<file path="config.mk">
export PLATFORM = sky130hd
export DESIGN_NAME = rs_enc_flat
export DESIGN_NICKNAME = d
export VERILOG_FILES = /design/src/rtl/rs_enc_pkg.sv /design/src/rtl/rs_enc_if.sv /design/src/rtl/rs_enc_lfsr.sv /design/src/rtl/rs_enc.sv /design/src/flat_wrapper.sv
export SDC_FILE = /design/constraint.sdc
export NUM_CORES = 1
export LEC_CHECK = 0
export CORE_UTILIZATION = 55
export CTS_CLUSTER_DIAMETER = 80
export DETAILED_ROUTE_END_ITERATION = 8
export PLACE_DENSITY_LB_ADDON = 0.08
export SYNTH_ARGS = -nofsm -noshare
export SYNTH_HDL_FRONTEND = slang
export SYNTH_SLANG_ARGS = --single-unit
</file>
<file path="constraint.sdc">
create_clock -name clk -period 3.1 [get_ports clk]
set_clock_uncertainty 0.15 [all_clocks]
set_input_delay 0.31 -clock clk [delete_from_list [all_inputs] [get_ports clk]]
set_output_delay 0.31 -clock clk [all_outputs]
set_load 0.005 [all_outputs]
</file>
<file path="src/rtl/rs_enc_pkg.sv">
// rs_enc_pkg: RS(204,188) field constants, GF(2^8) constant multiplier and generator coefficients
package rs_enc_pkg;
    localparam int RS_N = 204;
    localparam int RS_K = 188;
    localparam int RS_NPAR = 16;
    localparam logic [7:0] GF_POLY = 8'h1D;
    typedef logic [RS_NPAR-1:0][7:0] gen_t;
    function automatic logic [7:0] xtime(input logic [7:0] a);
        return {a[6:0], 1'b0} ^ (a[7] ? GF_POLY : 8'h00);
    endfunction
    function automatic logic [7:0] gf_mul_const(input logic [7:0] a, input logic [7:0] c);
        logic [7:0] r;
        logic [7:0] x;
        r = '0;
        x = a;
        for (int i = 0; i < 8; i++) begin
            r ^= c[i] ? x : 8'h00;
            x = xtime(x);
        end
        return r;
    endfunction
    // g(x) = prod_{i=0..15} (x + alpha^i); the monic x^16 term is implicit
    function automatic gen_t gen_poly();
        logic [RS_NPAR:0][7:0] g;
        logic [7:0] root;
        g = '0;
        g[0] = 8'h01;
        root = 8'h01;
        for (int i = 0; i < RS_NPAR; i++) begin
            for (int j = RS_NPAR; j > 0; j--) g[j] = g[j-1] ^ gf_mul_const(g[j], root);
            g[0] = gf_mul_const(g[0], root);
            root = xtime(root);
        end
        return g[RS_NPAR-1:0];
    endfunction
    localparam gen_t G = gen_poly();
endpackage

</file>
<file path="src/rtl/rs_enc_if.sv">
// rs_enc_if: byte stream into the encoder (CE, input_byte) and codeword stream out (Out_byte, CEO, Valid_out, Par_out, Sob_out)
interface rs_enc_if;
    logic       CE;
    logic [7:0] input_byte;
    logic [7:0] Out_byte;
    logic       CEO;
    logic       Valid_out;
    logic       Par_out;
    logic       Sob_out;
    modport master (output CE, input_byte, input Out_byte, CEO, Valid_out, Par_out, Sob_out);
    modport slave  (input CE, input_byte, output Out_byte, CEO, Valid_out, Par_out, Sob_out);
endinterface

</file>
<file path="src/rtl/rs_enc_lfsr.sv">
// rs_enc_lfsr: 16x8 parity register bank; ports clk, reset, shift (advance), fb_en (data phase), feed (message byte), p_top (p[15])
module rs_enc_lfsr
    import rs_enc_pkg::*;
(
    input  logic       clk,
    input  logic       reset,
    input  logic       shift,
    input  logic       fb_en,
    input  logic [7:0] feed,
    output logic [7:0] p_top
);
    logic [RS_NPAR-1:0][7:0] p_q, p_d;
    logic [7:0] fb;
    // zero feedback turns the division step into a plain shift-out with p[0] <= 0
    always_comb begin
        fb = fb_en ? (feed ^ p_q[RS_NPAR-1]) : 8'h00;
        p_d = p_q;
        if (shift) begin
            p_d[0] = gf_mul_const(fb, G[0]);
            for (int i = 1; i < RS_NPAR; i++) p_d[i] = p_q[i-1] ^ gf_mul_const(fb, G[i]);
        end
    end
    always_ff @(posedge clk) p_q <= reset ? '0 : p_d;
    assign p_top = p_q[RS_NPAR-1];
endmodule

</file>
<file path="src/rtl/rs_enc.sv">
// rs_enc: systematic RS(204,188) encoder; ports clk, reset (sync, active-high), bus (rs_enc_if slave)
module rs_enc
    import rs_enc_pkg::*;
(
    input  logic     clk,
    input  logic     reset,
    rs_enc_if.slave  bus
);
    logic [7:0] cnt_q, cnt_d, out_q, out_d, p_top;
    logic ceo_q, ceo_d, valid_q, valid_d, par_q, par_d, sob_q, sob_d;
    logic data_ph, last;
    assign data_ph = cnt_q < 8'(RS_K);
    assign last = cnt_q == 8'(RS_N - 1);
    always_comb begin
        cnt_d   = bus.CE ? (last ? 8'd0 : cnt_q + 8'd1) : cnt_q;
        out_d   = bus.CE ? (data_ph ? bus.input_byte : p_top) : out_q;
        ceo_d   = bus.CE;
        valid_d = valid_q | bus.CE;
        par_d   = bus.CE ? !data_ph : par_q;
        sob_d   = bus.CE ? cnt_q == 8'd0 : sob_q;
    end
    always_ff @(posedge clk) begin
        if (reset) begin
            cnt_q   <= '0;
            out_q   <= '0;
            ceo_q   <= 1'b0;
            valid_q <= 1'b0;
            par_q   <= 1'b0;
            sob_q   <= 1'b0;
        end else begin
            cnt_q   <= cnt_d;
            out_q   <= out_d;
            ceo_q   <= ceo_d;
            valid_q <= valid_d;
            par_q   <= par_d;
            sob_q   <= sob_d;
        end
    end
    rs_enc_lfsr u_lfsr (
        .clk   (clk),
        .reset (reset),
        .shift (bus.CE),
        .fb_en (data_ph),
        .feed  (bus.input_byte),
        .p_top (p_top)
    );
    assign bus.Out_byte  = out_q;
    assign bus.CEO       = ceo_q;
    assign bus.Valid_out = valid_q;
    assign bus.Par_out   = par_q;
    assign bus.Sob_out   = sob_q;
endmodule

</file>
<file path="src/flat_wrapper.sv">
// flat-port wrapper written by rule: the top's interface ports become plain ports
module rs_enc_flat import rs_enc_pkg::*;
  (clk, reset, bus_CE, bus_input_byte, bus_Out_byte, bus_CEO, bus_Valid_out, bus_Par_out, bus_Sob_out);
  rs_enc_if bus_i ();
  input  logic clk;
  input  logic reset;
  input wire logic [$bits(bus_i.CE)-1:0] bus_CE;
  input wire logic [$bits(bus_i.input_byte)-1:0] bus_input_byte;
  output wire logic [$bits(bus_i.Out_byte)-1:0] bus_Out_byte;
  output wire logic [$bits(bus_i.CEO)-1:0] bus_CEO;
  output wire logic [$bits(bus_i.Valid_out)-1:0] bus_Valid_out;
  output wire logic [$bits(bus_i.Par_out)-1:0] bus_Par_out;
  output wire logic [$bits(bus_i.Sob_out)-1:0] bus_Sob_out;
  assign bus_i.CE = bus_CE;
  assign bus_i.input_byte = bus_input_byte;
  assign bus_Out_byte = bus_i.Out_byte;
  assign bus_CEO = bus_i.CEO;
  assign bus_Valid_out = bus_i.Valid_out;
  assign bus_Par_out = bus_i.Par_out;
  assign bus_Sob_out = bus_i.Sob_out;
  rs_enc u_core (.clk(clk), .reset(reset), .bus(bus_i));
endmodule
</file>
==> flow_summary_export.csv <==
group,metric,value,unit
timing,setup_viol,0,
global_routing,grt_first_pass_wirelength,33.5,mm
setup_path,reg2reg_setup_slack,290,ps
logic_synthesis,synth_enable_flop_cells,0,
drt,totalWireLength,21.3,mm
logic_synthesis,yosys_warnings,0,
cts,cts_root_buffer,"clkbuf_16",
floorplanning,die_w,124,um
cts,clk_pin_slew,60,ps
floorplanning,io-pin-count,23,
finish,area_growth,14.8,%
logic_synthesis,netlist_area,0.00818,mm^2
setup_path,worstPathArrival,2990,ps
setup_path,crit_chain,"clkdlybuf4s50_1, xnor2_2, buf_4, xnor3_2, xnor2_2, xor2_1, or3_1, a311oi_1",
timing,max_freq,0.356,GHz
setup_path,critPathLaunch,"bus_input_byte[5]",
min_path,min_from,"reset",
timing,fin_setup_tns,0,ps
min_path,min_path_type,"in2reg",
cts,cts_setup_buffers,0,
setup_path,slowest_stage,"xnor2_2",
logic_synthesis,yosysSeqAreaShare,0.362,
global_routing,grt_max_degree,110,
setup_path,rr_startpoint,"u_core.u_lfsr.p_top[5]",
setup_path,crit_path_max_incr_delay,610,ps
cts,cts_tree,"yes",
timing,tightest_slew,924,ps
drt,top_layer,"met4",
finish,layout_commonest_cell,"dfxtp_1",
setup_path,startpoint_type,"input pin",
logic_synthesis,synth_seq_cells,148,
cts,clkLatencyLatePin,430,ps
drt,drc_errors,0,
drt,num_vias,6513,
drt,drt-initial-drc-count,567,
place,io_buffers,22,
logic_synthesis,avgSynthCellArea,9.14,um^2
min_path,min_to,"u_core.u_lfsr.p_q[67]",
drt,post_drt_wl_per_cell,19.3,um
floorplanning,core-area,0.0145,mm^2
global_routing,grt_usage,0.295,
global_routing,grt-ovfl-total,0,
logic_synthesis,yosysUniqueCellTypes,42,
global_routing,grt_pass1_vias,6264,
cts,ctsResizeCount,0,
place,finalWeightedCongestion,0.887,
finish,insertedDiodeCount,0,
drt,met2WireLength,9.82,mm
setup_path,crit_path_end_kind,"flop",
drt,wl_met1,9.54,mm
timing,grt_setup_unrepaired,"no",
cts,clockBufferDepth,2,
drt,routed_via_density,5.90,
place,dp_hpwl,14.4,mm
floorplanning,start_util,0.563,
setup_path,reg2regPathDepth,7,
timing,maxSlewViolCount,0,
drt,drtPass1Iterations,5,
cts,postCtsHoldBufs,0,
logic_synthesis,synthFlopType,"dfxtp_1",
finish,drive_gt1_frac,0.113,
job,cap_viol_max_count,0,
setup_path,critPathMaxFanout,9,
floorplanning,dieArea,0.0154,mm^2
floorplanning,rows,44,
drt,antenna_left,0,
finish,final_nets,920,
cts,clock_sinks,148,
run_status,status,"complete, no violations",
logic_synthesis,synthArstFlopShare,0,
global_routing,antenna_found_initial,1,
timing,finalHoldViolCount,0,
logic_synthesis,syn_inst,895,
cts,cts_made_buffers,17,
setup_path,timing.rr.end,"u_core.u_lfsr.p_q[38]",
cts,cts-htree-levels,4,
timing,timing.final.crit_share,0.907,
finish,n_fill_cell,1203,
drt,routed-wl-met3,1.28,mm
setup_path,crit_type,"in2reg",
floorplanning,die_h,124,um
setup_path,crit_top_cell,"xnor2_2",
logic_synthesis,syn-num-nets,908,
timing,relSlewSlack,0.381,
min_path,hold_depth,3,
timing,final.min_clock_period,2810,ps
finish,final_cell_mix,"dfxtp_1 (148), nor2_1 (139), xor2_1 (103), a211oi_1 (72), xnor2_1 (66)",
setup_path,worstPathRequired,3280,ps
worst max-delay path, delay by kind of cell:
| kind | cells | cell delay, ps |
|---|---|---|
| buffers and inverters | 2 | 790 |
| AND/OR/NAND/NOR | 1 | 310 |
| XOR/XNOR | 4 | 1300 |
| AO/OA/AOI/OAI | 1 | 280 |
flip-flops by register name, indices dropped and copies added (netlist names):
name and cells:
u_core.bus.CEO 1, u_core.bus.Out_byte 8, u_core.bus.Par_out 1, u_core.bus.Sob_out 1, u_core.bus.Valid_out 1, u_core.cnt_q 8, u_core.u_lfsr.p_q 120, u_core.u_lfsr.p_top 8
cell type report:
class	instances	area [um^2]	share of cell area
clock buffers	22	484	0.0516
multi-input cells	672	4940	0.526
inverters	4	15.0	0.00160
flip-flops and latches	148	2960	0.315
repair buffers	64	562	0.0598
well taps	184	230	0.0245
clock inverters	9	198	0.0210
cell families after synthesis:
logic type,synth area share
XOR/XNOR,0.282
adder cells (fa/ha/maj),0.00306
AND/OR/NAND/NOR,0.153
AO/OA/AOI/OAI,0.152
multiplexers,0.0101
flip-flops,0.362
buffers and inverters,0.0373
per-stage QoR:
stage / worst slack [ps] / std cells / utilization / area, um^2 / hold slack [ps]
floorplan: 582 / 895 / - / 8180 / 305
global placement: -41.8 / 1072 / 0.599 / 8710 / 295
detailed placement: -95.5 / 1072 / 0.599 / 8710 / 308
CTS: 306 / 1103 / 0.646 / 9390 / 244
global route: 203 / 1103 / 0.646 / 9390 / 281
finish: 289 / 1103 / 0.646 / 9390 / 250
worst max path at each step:
stage | end | slack (ps)
after global placement | u_core.u_lfsr.p_q[38] | -40
after floorplan | u_core.u_lfsr.p_q[38] | 580
after detailed placement | u_core.u_lfsr.p_q[38] | -100
after CTS | u_core.u_lfsr.p_q[38] | 310
final | u_core.u_lfsr.p_q[38] | 290
after global routing | u_core.u_lfsr.p_q[38] | 200
synthesized netlist by cell type, drive strengths merged (6+ instances only):
cell,number,area share
a211oi,72,0.066
a21oi,10,0.0061
a311oi,45,0.048
buf,7,0.0061
clkbuf,64,0.029
dfxtp,148,0.36
mux2i,6,0.0073
nand2,58,0.027
nand2b,19,0.015
nand3,10,0.0061
nor2,139,0.064
o21ai,37,0.023
o22ai,9,0.0069
or2,6,0.0046
or3,37,0.028
xnor2,80,0.10
xnor3,22,0.061
xor2,105,0.12
routing by layer:
| layer | GRT usage | up-vias |
|---|---|---|
| met1 | 0.380 | 3161 |
| met3 | 0.0636 | 41 |
| met4 | 0.129 | 0 |
| met2 | 0.474 | 194 |
| met5 | 0 | - |
| li1 | - | 3117 |
Power is not shown: default switching activity piles up to over one toggle a cycle in this logic, so the estimate is an artifact.
